<file path="src/rtl/alu_issue_stage.sv">
// ID/EX issue register feeding the ALU, with RAW hazard resolution against the EX and MEM producers.
// Define ALU_ISSUE_FORWARD_EN to build the forwarding muxes; otherwise any match stalls.
module alu_issue_stage #(
  parameter int XLEN  = 32,
  parameter int CNT_W = 16
) (
  input  logic             clk_i,
  input  logic             rst_i,
  input  logic             flush_i,
  input  logic             id_valid_i,
  output logic             id_ready_o,
  input  logic [4:0]       id_rs1_i,
  input  logic [4:0]       id_rs2_i,
  input  logic [4:0]       id_rd_i,
  input  logic [XLEN-1:0]  id_rs1_data_i,
  input  logic [XLEN-1:0]  id_rs2_data_i,
  input  logic [XLEN-1:0]  id_imm_i,
  input  logic             id_use_imm_i,
  input  logic [2:0]       id_func_i,
  input  logic             id_sub_en_i,
  input  logic             id_reg_wen_i,
  input  logic             id_is_load_i,
  input  logic [XLEN-1:0]  alu_dout_i,
  input  logic             mem_valid_i,
  input  logic             mem_reg_wen_i,
  input  logic [4:0]       mem_rd_i,
  input  logic [XLEN-1:0]  mem_result_i,
  input  logic             mem_data_ok_i,
  input  logic             ex_ready_i,
  output logic             ex_valid_o,
  output logic [2:0]       alu_func_o,
  output logic             alu_sub_en_o,
  output logic [XLEN-1:0]  alu_din1_o,
  output logic [XLEN-1:0]  alu_din2_o,
  output logic [XLEN-1:0]  ex_store_data_o,
  output logic [4:0]       ex_rd_o,
  output logic             ex_reg_wen_o,
  output logic             ex_is_load_o,
  output logic [CNT_W-1:0] stall_cnt_o
);

  logic            advance;
  logic            hazard;
  logic            capture;
  logic            selfRs1;
  logic            selfRs2;
  logic            memRs1;
  logic            memRs2;
  logic            hazRs1;
  logic            hazRs2;
  logic [XLEN-1:0] rs1Val;
  logic [XLEN-1:0] rs2Val;

  logic             exValid_q,   exValid_d;
  logic [2:0]       aluFunc_q,   aluFunc_d;
  logic             aluSubEn_q,  aluSubEn_d;
  logic [XLEN-1:0]  aluDin1_q,   aluDin1_d;
  logic [XLEN-1:0]  aluDin2_q,   aluDin2_d;
  logic [XLEN-1:0]  storeData_q, storeData_d;
  logic [4:0]       exRd_q,      exRd_d;
  logic             exRegWen_q,  exRegWen_d;
  logic             exIsLoad_q,  exIsLoad_d;
  logic [CNT_W-1:0] stallCnt_q,  stallCnt_d;

  // x0 is hard-wired zero, so a pending write to it never creates a dependency
  function automatic logic srcMatch(input logic valid, input logic wen,
                                    input logic [4:0] rd, input logic [4:0] rs);
    return valid & wen & (rs != 5'd0) & (rd == rs);
  endfunction

  always_comb begin
    selfRs1 = srcMatch(exValid_q, exRegWen_q, exRd_q, id_rs1_i);
    selfRs2 = srcMatch(exValid_q, exRegWen_q, exRd_q, id_rs2_i);
    memRs1  = srcMatch(mem_valid_i, mem_reg_wen_i, mem_rd_i, id_rs1_i);
    memRs2  = srcMatch(mem_valid_i, mem_reg_wen_i, mem_rd_i, id_rs2_i);
  end

`ifdef ALU_ISSUE_FORWARD_EN
  // The youngest producer wins; a load in EX has only an address, so it must stall
  always_comb begin
    rs1Val = id_rs1_data_i;
    rs2Val = id_rs2_data_i;
    hazRs1 = 1'b0;
    hazRs2 = 1'b0;
    if (selfRs1) begin
      rs1Val = alu_dout_i;
      hazRs1 = exIsLoad_q;
    end else if (memRs1) begin
      rs1Val = mem_result_i;
      hazRs1 = ~mem_data_ok_i;
    end
    if (selfRs2) begin
      rs2Val = alu_dout_i;
      hazRs2 = exIsLoad_q;
    end else if (memRs2) begin
      rs2Val = mem_result_i;
      hazRs2 = ~mem_data_ok_i;
    end
  end
`else
  logic unusedFwd;
  assign unusedFwd = ^{alu_dout_i, mem_result_i, mem_data_ok_i};

  always_comb begin
    rs1Val = id_rs1_data_i;
    rs2Val = id_rs2_data_i;
    hazRs1 = selfRs1 | memRs1;
    hazRs2 = selfRs2 | memRs2;
  end
`endif

  assign hazard     = hazRs1 | hazRs2;
  assign advance    = ~exValid_q | ex_ready_i;
  assign id_ready_o = advance & ~hazard & ~flush_i;
  assign capture    = id_valid_i & id_ready_o;

  // Datapath registers only load on capture; draining clears just the valid bit
  always_comb begin
    exValid_d   = exValid_q;
    aluFunc_d   = aluFunc_q;
    aluSubEn_d  = aluSubEn_q;
    aluDin1_d   = aluDin1_q;
    aluDin2_d   = aluDin2_q;
    storeData_d = storeData_q;
    exRd_d      = exRd_q;
    exRegWen_d  = exRegWen_q;
    exIsLoad_d  = exIsLoad_q;
    stallCnt_d  = stallCnt_q;

    if (flush_i) begin
      exValid_d = 1'b0;
    end else if (capture) begin
      exValid_d = 1'b1;
    end else if (ex_ready_i) begin
      exValid_d = 1'b0;
    end

    if (capture) begin
      aluFunc_d   = id_func_i;
      aluSubEn_d  = id_sub_en_i;
      aluDin1_d   = rs1Val;
      aluDin2_d   = id_use_imm_i ? id_imm_i : rs2Val;
      storeData_d = rs2Val;
      exRd_d      = id_rd_i;
      exRegWen_d  = id_reg_wen_i;
      exIsLoad_d  = id_is_load_i;
    end

    if (id_valid_i & hazard & advance & ~flush_i & (stallCnt_q != '1)) begin
      stallCnt_d = stallCnt_q + CNT_W'(1);
    end
  end

  always_ff @(posedge clk_i) begin
    if (rst_i) begin
      exValid_q   <= 1'b0;
      aluFunc_q   <= '0;
      aluSubEn_q  <= 1'b0;
      aluDin1_q   <= '0;
      aluDin2_q   <= '0;
      storeData_q <= '0;
      exRd_q      <= '0;
      exRegWen_q  <= 1'b0;
      exIsLoad_q  <= 1'b0;
      stallCnt_q  <= '0;
    end else begin
      exValid_q   <= exValid_d;
      aluFunc_q   <= aluFunc_d;
      aluSubEn_q  <= aluSubEn_d;
      aluDin1_q   <= aluDin1_d;
      aluDin2_q   <= aluDin2_d;
      storeData_q <= storeData_d;
      exRd_q      <= exRd_d;
      exRegWen_q  <= exRegWen_d;
      exIsLoad_q  <= exIsLoad_d;
      stallCnt_q  <= stallCnt_d;
    end
  end

  assign ex_valid_o      = exValid_q;
  assign alu_func_o      = aluFunc_q;
  assign alu_sub_en_o    = aluSubEn_q;
  assign alu_din1_o      = aluDin1_q;
  assign alu_din2_o      = aluDin2_q;
  assign ex_store_data_o = storeData_q;
  assign ex_rd_o         = exRd_q;
  assign ex_reg_wen_o    = exRegWen_q;
  assign ex_is_load_o    = exIsLoad_q;
  assign stall_cnt_o     = stallCnt_q;

endmodule

</file>
<file path="config.mk">
export PLATFORM = sky130hd
export DESIGN_NAME = alu_issue_stage
export DESIGN_NICKNAME = d
export VERILOG_FILES = /design/src/rtl/alu_issue_stage.sv
export SDC_FILE = /design/constraint.sdc
export NUM_CORES = 1
export LEC_CHECK = 0
export ABC_CLOCK_PERIOD_IN_PS = 6500
export CAP_MARGIN = 20
export CELL_PAD_IN_SITES_DETAIL_PLACEMENT = 2
export CELL_PAD_IN_SITES_GLOBAL_PLACEMENT = 2
export CORE_AREA = 2 2 162 164
export DETAILED_ROUTE_END_ITERATION = 10
export DIE_AREA = 0 0 164 166
export GPL_ROUTABILITY_DRIVEN = 0
export HOLD_SLACK_MARGIN = 0.15
export PLACE_DENSITY_LB_ADDON = 0.25
export REMOVE_ABC_BUFFERS = 1
export SETUP_SLACK_MARGIN = 0.02
export SLEW_MARGIN = 40
export SYNTH_ARGS = -nofsm -noshare
export SYNTH_HDL_FRONTEND = slang
export SYNTH_SLANG_ARGS = --single-unit
</file>
<file path="constraint.sdc">
create_clock -name clk_i -period 6.5 [get_ports clk_i]
set_clock_uncertainty 0.1 [all_clocks]
set_input_delay 1.3 -clock clk_i [delete_from_list [all_inputs] [get_ports clk_i]]
set_output_delay 1.3 -clock clk_i [all_outputs]
set_load 0.1 [all_outputs]
</file>
==> After elaboration in Yosys (flattened, before gate mapping) <==
Index checks and enable logic that the tools add are counted.
{ "word_totals": {"ff_bits": 124, "output_inout_bits": 125, "wordCells": 47} }
{ "classes": {"add_sub_neg": 1, "reduce_logical": 4, "eq_ne": 5, "n_mux": 3, "n_bitwise": 24} }
{ "ops": {"columns": ["op", "n"], "rows": [
  ["$mux W32", 1],
  ["$eq A5 B5 Y1", 4],
  ["$and A1 B1 Y1", 17],
  ["$add A16 B1 Y16 const B", 1],
  ["$ne A16 B16 Y1 const B", 1],
  ["$reduce_bool A5 Y1", 2],
  ["$or A1 B1 Y1", 4],
  ["$not A1 Y1", 3],
  ["$mux W1", 2],
  ["$reduce_bool A2 Y1", 1],
  ["$reduce_or A2 Y1", 1]
]} }

==> Depth between registers and ports, before layout <==
Gate-level depths: netlist of the first run.
{ "depth": {"ltp_word": 10, "ltp_mapped": 10} }

==> Worst setup path after synthesis of the first run <==
OpenSTA, ideal clock, no wires.
{ "synth_timing": {"path_kind": "input to output", "startpoint": "input id_rs2_i[1]", "endpoint": "output id_ready_o", "path_slack_ns": 0.406, "cell_stages": 7, "required_time_ns": 5.100, "t_arrival_ns": 4.694, "path_cell_list": "or4_4 -> nor2_4 -> nor3_1 -> a211o_1 -> buf_2 -> clkbuf_1 -> nor3_1"} }
{ "synth_between": {"elab_chain_cells": 8, "word_cells_on_any_way": 12, "cone_classes": "eq/ne: 2; bitwise: 9; reduce/logical: 1"} }
{ "synth_lines": {"columns": ["item", "line", "rtl"], "rows": [
  ["start, declared", "13", "input logic [4:0] id_rs2_i,"],
  ["$reduce_bool A5 Y1", "68", "return valid & wen & (rs != 5'd0) & (rd == rs);"],
  ["$and A1 B1 Y1 (2 in series)", "68", null],
  ["$or A1 B1 Y1 *", "108", "hazRs2 = selfRs2 | memRs2;"],
  ["$or A1 B1 Y1 *", "112", "assign hazard = hazRs1 | hazRs2;"],
  ["$not A1 Y1 *", "114", "assign id_ready_o = advance & ~hazard & ~flush_i;"],
  ["$and A1 B1 Y1 * (2 in series)", "114", null],
  ["end, declared", "11", "output logic id_ready_o,"]
]} }
Every way passes the cells marked *; elsewhere a longest branch is shown, timed or not.

==> Worst setup path after layout of the first run <==
Same ends and word-level chain as after synthesis.

==> impl_metrics.prom, run 1 <==
# TYPE chip_impl_metric gauge
chip_impl_metric{name="num-nets-final",unit=""} 1057
chip_impl_metric{name="cts.hold.buffers_added",unit=""} 0
chip_impl_metric{name="layout_min_cycle_time",unit="ns"} 4.729
chip_impl_metric{name="worst_setup_hold_path_clk_slew",unit="ns"} 0.05
chip_impl_metric{name="worst-slew-pin-transition",unit="ns"} 0.6953
chip_impl_metric{name="die_h",unit="um"} 166
chip_impl_metric{name="netlist-cell-type-count",unit=""} 36
chip_impl_metric{name="route.detailed.wl_per_inst",unit="um"} 18.64
chip_impl_metric{name="largest_net_degree_at_the_start_of_global_routing",unit=""} 72
chip_impl_metric{name="ant_nets",unit=""} 0
chip_impl_metric{name="post_route_cells_drive_above_1_share",unit="%"} 20.82
chip_impl_metric{name="total_leakage_power",unit="nW"} 3.206
chip_impl_info{name="rsz_0062_raised_after_global_routing",value="no"} 1
chip_impl_metric{name="critical_path.max_fanout",unit=""} 3
chip_impl_metric{name="die_outline_area",unit="um2"} 27220
chip_impl_metric{name="drt-total-wl",unit="um"} 22540
chip_impl_info{name="grt_busiest_layer",value="met2"} 1
chip_impl_metric{name="number_of_global_route_vias_before_repair",unit=""} 6073
chip_impl_info{name="synth_area_leader_cell",value="dfxtp_1"} 1
chip_impl_metric{name="drtIter0Drc",unit=""} 213
chip_impl_metric{name="global_route.overflow_total",unit=""} 0
chip_impl_metric{name="comb_power_share",unit="%"} 23.0
chip_impl_metric{name="timing.hold.worst_path_depth",unit=""} 2
chip_impl_metric{name="final-hold-violation-count",unit=""} 0
chip_impl_metric{name="setup_viol",unit=""} 0
chip_impl_metric{name="drv_cap",unit=""} 0
chip_impl_metric{name="buffer_ports.inserted",unit=""} 254
chip_impl_info{name="endpoint_of_the_worst_register_to_register_path",value="ex_store_data_o[26]$_SDFFE_PP0P_"} 1
chip_impl_metric{name="global_route_met1_usage",unit="%"} 20.39
chip_impl_metric{name="grt_first_pass_wirelength",unit="um"} 35290
chip_impl_metric{name="latest_clock_arrival_within_the_worst_skew_pair",unit="ns"} 0.41
chip_impl_metric{name="regToRegSetupSlack",unit="ns"} 3.74
chip_impl_metric{name="drcViolationCount",unit=""} 0
chip_impl_metric{name="max-clock-path-buffers",unit=""} 2
chip_impl_metric{name="place_worst_setup_slack",unit="ns"} 1.750
chip_impl_metric{name="hpwl",unit="um"} 15150
chip_impl_info{name="min-delay-start",value="alu_din1_o[20]$_SDFFE_PP0P_"} 1
chip_impl_info{name="clockRootBuffer",value="clkbuf_16"} 1
chip_impl_metric{name="yosys_warnings",unit=""} 0
chip_impl_metric{name="num_rows",unit=""} 59
chip_impl_metric{name="seq_area_frac_synth",unit="%"} 44.82
chip_impl_metric{name="post_cts_resize_count",unit=""} 0
chip_impl_info{name="worstHoldEndpoint",value="alu_din1_o[20]$_SDFFE_PP0P_"} 1
chip_impl_metric{name="vias",unit=""} 5795
chip_impl_metric{name="fraction_of_synthesized_cell_area_taken_by_the_top_area_cell_type",unit="%"} 44.82
chip_impl_metric{name="power_density",unit="nW/um2"} 284.2
chip_impl_info{name="reg2reg_from",value="ex_rd_o[3]$_SDFFE_PP0P_"} 1
chip_impl_metric{name="cp_data_arrival_time",unit="ns"} 3.33
chip_impl_metric{name="h-tree-depth",unit=""} 4
chip_impl_metric{name="iteration_count_of_the_initial_detailed_routing_pass",unit=""} 4
chip_impl_metric{name="met3_usage",unit="%"} 3.571
chip_impl_metric{name="synthesis.area_per_instance",unit="um2"} 8.655
chip_impl_metric{name="layout_setup_ws",unit="ns"} 1.771
chip_impl_info{name="timing.hold.worst.class",value="flip-flop to flip-flop"} 1
chip_impl_metric{name="core_area",unit="um2"} 25620
chip_impl_metric{name="r2r_cells",unit=""} 8
chip_impl_info{name="path_class",value="input pin to output pin"} 1
chip_impl_metric{name="post_drt_via_cell_ratio",unit=""} 4.793
chip_impl_metric{name="tritoncts_num_sinks",unit=""} 124
chip_impl_metric{name="antenna_found_initial",unit=""} 0
chip_impl_info{name="synth_top_cells_by_area",value="dfxtp_1, a21oi_1, nand3_1, o21ai_0, mux2i_1"} 1
chip_impl_metric{name="total_switching_power",unit="mW"} 0.7947
chip_impl_metric{name="worst_ep_required_time",unit="ns"} 5.10
chip_impl_metric{name="die_w",unit="um"} 164
chip_impl_metric{name="antenna_cells",unit=""} 0
chip_impl_info{name="clock_tree_from_tritoncts",value="built"} 1
chip_impl_metric{name="grtUsageMet2",unit="%"} 28.39
chip_impl_metric{name="share_clk_of_total_power",unit="%"} 42.3
chip_impl_metric{name="slew_viol_final",unit=""} 0
chip_impl_metric{name="top_level_port_count",unit=""} 320
chip_impl_metric{name="synth.ff_latch_count",unit=""} 124
chip_impl_metric{name="ir_worst_vdd",unit="uV"} 134.3
chip_impl_metric{name="area_growth_syn_to_layout",unit="%"} 49.49
chip_impl_metric{name="cts_made_buffers",unit=""} 17
chip_impl_metric{name="combined_global_route_utilization_of_all_metal_layers",unit="%"} 16.41
chip_impl_metric{name="utilization",unit="%"} 32.33
chip_impl_metric{name="cts_setup_buffers",unit=""} 0
chip_impl_metric{name="post_synth_inst_count",unit=""} 640
chip_impl_metric{name="maxClockFrequency",unit="MHz"} 211.5
chip_impl_metric{name="timing.slew.headroom",unit="%"} 53.64
chip_impl_info{name="worstSetupStartpointType",value="input pin"} 1
chip_impl_metric{name="min_period_over_period",unit="%"} 72.76
chip_impl_metric{name="power.switching_fraction",unit="%"} 33.77
chip_impl_info{name="outcome",value="finished, final reports clean"} 1
chip_impl_metric{name="power.internal",unit="mW"} 1.558
chip_impl_info{name="setup.worst_path.end_class",value="output pin"} 1
chip_impl_metric{name="initial_core_util",unit="%"} 21.62
chip_impl_metric{name="netlist_area",unit="um2"} 5539
chip_impl_metric{name="sequentialPowerShare",unit="%"} 34.6
registers in the layout, summed over array words and instances (netlist names):
register / count
alu_din1_o: 32
alu_sub_en_o: 1
alu_din2_o: 32
stall_cnt_o: 16
ex_store_data_o: 32
alu_func_o: 3
ex_reg_wen_o: 1
ex_valid_o: 1
ex_is_load_o: 1
ex_rd_o: 5
power by group through the flow:
| stage | logic [mW] | registers, mW | clock network [mW] |
|---|---|---|---|
| 5_1_grt | 0.571 | 0.820 | 1.06 |
| 4_1_cts | 0.548 | 0.816 | 1.03 |
| 3_3_place_gp | 0.574 | 0.832 | 0 |
| 6_report | 0.542 | 0.815 | 0.996 |
| 2_1_floorplan | 0.0951 | 1.09 | 0 |
| 3_5_place_dp | 0.547 | 0.832 | 0 |
metal layers:
layer  wire (um)  share of wire (%)  vias to the layer above
li1            -                  -                     2804
met1        9899                 44                     2832
met2       11150                 49                      141
met3        1156                5.1                       18
met4         337                1.5                        0
met5           0                  0                        -
worst max-delay path, stage by stage:
cell,delay [ns]
clkdlybuf4s50_1,0.48
or4_4,0.57
nor2_4,0.10
nor3_1,0.09
a211o_2,0.33
nor3_1,0.13
buf_4,0.32
per-stage QoR:
stage	total power [mW]	hold slack (ns)	setup TNS, ns	instances	instance area (um2)
2_1_floorplan	1.190	0.8374	-3.650	574	5162
3_3_place_gp	1.406	0.3598	0	1174	8228
3_5_place_dp	1.379	0.3700	0	1177	7665
4_1_cts	2.398	0.3782	0	1209	8277
5_1_grt	2.452	0.3928	0	1209	8280
6_report	2.353	0.3717	0	1209	8280
cell families after synthesis:
kind of cell	Yosys count	share of synthesized area [%]
xor+xnor	20	3.162
compound gates	246	24.55
flops	124	44.82
mux	34	6.189
fa+ha+maj	1	0.2259
buf+inv	69	7.002
simple gates	146	14.05
Yosys cell counts (all sizes together):
master   instances
o22ai            1
or4             11
nand4            7
and3             4
a2111oi          1
xnor2           20
inv              3
mux2i           32
nor4b            1
nand3           88
o41ai            1
nand2            9
dfxtp          124
o21ai           79
nor2             8
nor2b            4
a21oi          121
buf             21
a211o            1
a211oi          33
clkbuf          45
mux2             2
o31ai            9
nor3            10
and2             1
or3              3
ha               1
layout by cell type (no fill, tap or decap), types with 5 or more instances in the layout:
| cell type | n |
|---|---|
| clkdlybuf4s50_1 | 127 |
| dfxtp_1 | 124 |
| buf_2 | 124 |
| a21oi_1 | 121 |
| nand3_1 | 88 |
| o21ai_0 | 79 |
| mux2i_1 | 32 |
| a211oi_1 | 32 |
| xnor2_1 | 20 |
| clkbuf_16 | 17 |
| buf_4 | 13 |
| nor3_1 | 10 |
| or4_1 | 10 |
| o31ai_1 | 9 |
| nand2_1 | 8 |
| nand4_1 | 7 |
| nor2_1 | 6 |
| clkinv_4 | 5 |
how the worst max path moves through the flow:
stage                startpoint                           to  slack [ns]  cells past startpoint
floorplan           id_rs2_i[1]  stall_cnt_o[6]$_SDFFE_PP0P_       -0.37                      6
global placement    id_rs2_i[1]                   id_ready_o        1.75                      7
detailed placement  id_rs2_i[1]                   id_ready_o        1.75                      7
CTS                 id_rs2_i[1]                   id_ready_o        1.74                      7
global route        id_rs2_i[1]                   id_ready_o        1.68                      7
finish              id_rs2_i[1]                   id_ready_o        1.77                      7
area by class of cell:
| class | count | area, um2 |
|---|---|---|
| well taps | 335 | 419.2 |
| inverters | 3 | 11.26 |
| multi-input cells | 447 | 2688 |
| clock inverters | 13 | 168.9 |
| repair buffers | 268 | 2068 |
| flip-flops and latches | 124 | 2482 |
| fillers | 2921 | 17340 |
| clock buffers | 19 | 442.9 |
Note: power is estimated with default switching activity, not from simulation.
==> run 2, diff against run 1 <==
Settings changed: ABC_CLOCK_PERIOD_IN_PS 6500 to 4800, CORE_AREA 2 2 162 164 to 2 2 170 172, DIE_AREA 0 0 164 166 to 0 0 172 174.
Clock period 6.5 ns to 4.8 ns, I/O delays scaled along.
==> run 2 against run 1 <==
Via count is 0.45% lower. Die area is 9.9% higher. Critical endpoint unchanged. Register-to-register slack worse by 1.7 ns. Hold slack improved by 0.0026 ns. Sequential cell count unchanged.
==> impl_metrics.prom, run 2 (synthesized netlist as in run 1, its figures left out) <==
# TYPE chip_impl_metric gauge
chip_impl_info{name="outcome",value="finished, final reports clean"} 1
chip_impl_metric{name="dr_wl_met2",unit="um"} 10890
chip_impl_info{name="min-delay-start",value="alu_din1_o[25]$_SDFFE_PP0P_"} 1
chip_impl_metric{name="drt-total-wl",unit="um"} 22830
chip_impl_metric{name="combined_global_route_utilization_of_all_metal_layers",unit="%"} 15.10
chip_impl_metric{name="seqCellArea",unit="um2"} 2482
chip_impl_metric{name="place_area",unit="um2"} 7749
chip_impl_metric{name="num_rows",unit=""} 62
chip_impl_metric{name="die_h",unit="um"} 174
chip_impl_info{name="maxUsedRoutingLayer",value="met4"} 1
chip_impl_metric{name="r2r_cells",unit=""} 8
chip_impl_metric{name="worst-slew-pin-transition",unit="ns"} 0.7373
chip_impl_info{name="final_common_cell",value="clkdlybuf4s50_1"} 1
chip_impl_info{name="reg2reg_from",value="ex_rd_o[3]$_SDFFE_PP0P_"} 1
chip_impl_metric{name="hpwl",unit="um"} 15550
chip_impl_info{name="clock_tree_from_tritoncts",value="built"} 1
chip_impl_metric{name="cp_data_arrival_time",unit="ns"} 3.08
chip_impl_metric{name="buffer_ports.inserted",unit=""} 254
chip_impl_metric{name="core_area",unit="um2"} 28240
chip_impl_info{name="rsz_0062_raised_after_global_routing",value="no"} 1
chip_impl_metric{name="total_switching_power",unit="mW"} 1.046
chip_impl_metric{name="worst_ep_required_time",unit="ns"} 3.74
chip_impl_metric{name="tritoncts_num_sinks",unit=""} 124
chip_impl_metric{name="critical_path.max_fanout",unit=""} 3
chip_impl_info{name="endpoint_of_the_worst_register_to_register_path",value="alu_din2_o[17]$_SDFFE_PP0P_"} 1
chip_impl_metric{name="die_w",unit="um"} 172
chip_impl_metric{name="final-hold-violation-count",unit=""} 0
chip_impl_metric{name="layout_setup_ws",unit="ns"} 0.6611
chip_impl_metric{name="antenna_cells",unit=""} 0
chip_impl_metric{name="antenna_found_initial",unit=""} 0
chip_impl_metric{name="power.internal",unit="mW"} 2.069
chip_impl_metric{name="post_drt_via_cell_ratio",unit=""} 4.604
chip_impl_metric{name="total_leakage_power",unit="nW"} 3.204
chip_impl_metric{name="maxClockFrequency",unit="MHz"} 241.6
chip_impl_metric{name="latest_clock_arrival_within_the_worst_skew_pair",unit="ns"} 0.41
chip_impl_metric{name="iteration_count_of_the_initial_detailed_routing_pass",unit=""} 4
chip_impl_metric{name="post-layout-total-power",unit="mW"} 3.115
chip_impl_metric{name="drcViolationCount",unit=""} 0
chip_impl_metric{name="grt_first_pass_wirelength",unit="um"} 35330
chip_impl_metric{name="sequentialPowerShare",unit="%"} 35.5
chip_impl_metric{name="number_of_global_route_vias_before_repair",unit=""} 6077
chip_impl_metric{name="top_level_port_count",unit=""} 320
chip_impl_metric{name="min_period_over_period",unit="%"} 86.23
chip_impl_metric{name="area_growth_syn_to_layout",unit="%"} 50.03
chip_impl_metric{name="vias",unit=""} 5769
chip_impl_metric{name="die_outline_area",unit="um2"} 29930
chip_impl_metric{name="filler_cell_count",unit=""} 3260
chip_impl_metric{name="power.switching_fraction",unit="%"} 33.57
chip_impl_metric{name="utilization",unit="%"} 29.43
chip_impl_metric{name="final_cell_count_no_fill",unit=""} 1253
chip_impl_metric{name="setup_viol",unit=""} 0
chip_impl_info{name="clockRootBuffer",value="clkbuf_16"} 1
chip_impl_metric{name="final.setup.tns",unit="ns"} 0
chip_impl_metric{name="comb_power_share",unit="%"} 23.6
chip_impl_metric{name="cts_setup_buffers",unit=""} 0
chip_impl_metric{name="power_density",unit="nW/um2"} 374.8
chip_impl_metric{name="ant_nets",unit=""} 0
chip_impl_metric{name="global_route.overflow_total",unit=""} 0
chip_impl_metric{name="final_cell_area",unit="um2"} 8310
chip_impl_metric{name="routed-wl-met3",unit="um"} 1345
chip_impl_metric{name="timing.hold.ws",unit="ns"} 0.3743
chip_impl_metric{name="h-tree-depth",unit=""} 4
chip_impl_info{name="mostFrequentLayoutCells",value="clkdlybuf4s50_1, dfxtp_1, buf_2, a21oi_1, nand3_1"} 1
chip_impl_info{name="worstSetupStartpointType",value="input pin"} 1
chip_impl_metric{name="regToRegSetupSlack",unit="ns"} 2.02
chip_impl_metric{name="post_cts_resize_count",unit=""} 0
chip_impl_info{name="cp-startpoint",value="id_rs2_i[1]"} 1
chip_impl_info{name="setup.worst_path.end_class",value="output pin"} 1
chip_impl_metric{name="footprint_of_the_multi_input_gates",unit="um2"} 2688
chip_impl_metric{name="post_route_cells_drive_above_1_share",unit="%"} 20.48
chip_impl_metric{name="place_worst_setup_slack",unit="ns"} 0.6681
chip_impl_metric{name="max-clock-path-buffers",unit=""} 2
chip_impl_metric{name="layout_min_cycle_time",unit="ns"} 4.139
chip_impl_metric{name="largest_net_degree_at_the_start_of_global_routing",unit=""} 81
chip_impl_metric{name="slew_viol_final",unit=""} 0
chip_impl_metric{name="share_clk_of_total_power",unit="%"} 40.9
chip_impl_metric{name="route.detailed.wl_per_inst",unit="um"} 18.22
chip_impl_metric{name="ir_worst_vdd",unit="uV"} 192.2
chip_impl_metric{name="cts_made_buffers",unit=""} 17
chip_impl_info{name="path_class",value="input pin to output pin"} 1
chip_impl_metric{name="drv_cap",unit=""} 0
chip_impl_metric{name="timing.hold.worst_path_depth",unit=""} 2
chip_impl_info{name="worstHoldEndpoint",value="alu_din1_o[25]$_SDFFE_PP0P_"} 1
chip_impl_metric{name="placed_cells",unit=""} 1225
chip_impl_metric{name="num-nets-final",unit=""} 1056
chip_impl_metric{name="worst_setup_hold_path_clk_slew",unit="ns"} 0.05
chip_impl_info{name="timing.hold.worst.class",value="flip-flop to flip-flop"} 1
chip_impl_metric{name="cts.hold.buffers_added",unit=""} 0
chip_impl_metric{name="initial_core_util",unit="%"} 19.62
chip_impl_metric{name="timing.slew.headroom",unit="%"} 50.69
chip_impl_metric{name="m1WireLength",unit="um"} 10210
chip_impl_metric{name="drtIter0Drc",unit=""} 198
==> run 2: critical path, cell delays in order <==
cell	delay, ns
clkdlybuf4s50_1	0.47
or4_4	0.57
nor2_4	0.10
nor3_1	0.10
a211o_2	0.32
nor3_1	0.31
buf_12	0.23
==> run 2: worst max-delay path by stage <==
stage / endpoint / slack (ns) / cells after the start
3_3_place_gp: id_ready_o / 0.65 / 7
4_1_cts: id_ready_o / 0.64 / 7
2_1_floorplan: stall_cnt_o[6]$_SDFFE_PP0P_ / -1.73 / 6
5_1_grt: id_ready_o / 0.57 / 7
3_5_place_dp: id_ready_o / 0.67 / 7
6_report: id_ready_o / 0.66 / 7
==> run 2: cell type report <==
cell class,count,area share [%]
multi-input combinational,447,32.34
clock buffer,20,5.616
tap,384,5.781
timing repair buffer,267,25.11
inverter,3,0.1355
clock inverter,8,1.144
sequential,124,29.87
==> run 2: per-layer routing <==
layer	track usage (%)	vias to the layer above
met2	25.40	148
li1	-	2789
met4	4.762	0
met5	0	-
met1	18.84	2814
met3	3.802	18
==> run 2: power groups by stage <==
stage / Sequential (mW) / Clock, mW / Combinational, mW
final: 1.10 / 1.27 / 0.736
after global routing: 1.11 / 1.37 / 0.776
after CTS: 1.11 / 1.33 / 0.746
after detailed placement: 1.13 / 0 / 0.744
after global placement: 1.13 / 0 / 0.786
after floorplan: 1.48 / 0 / 0.129
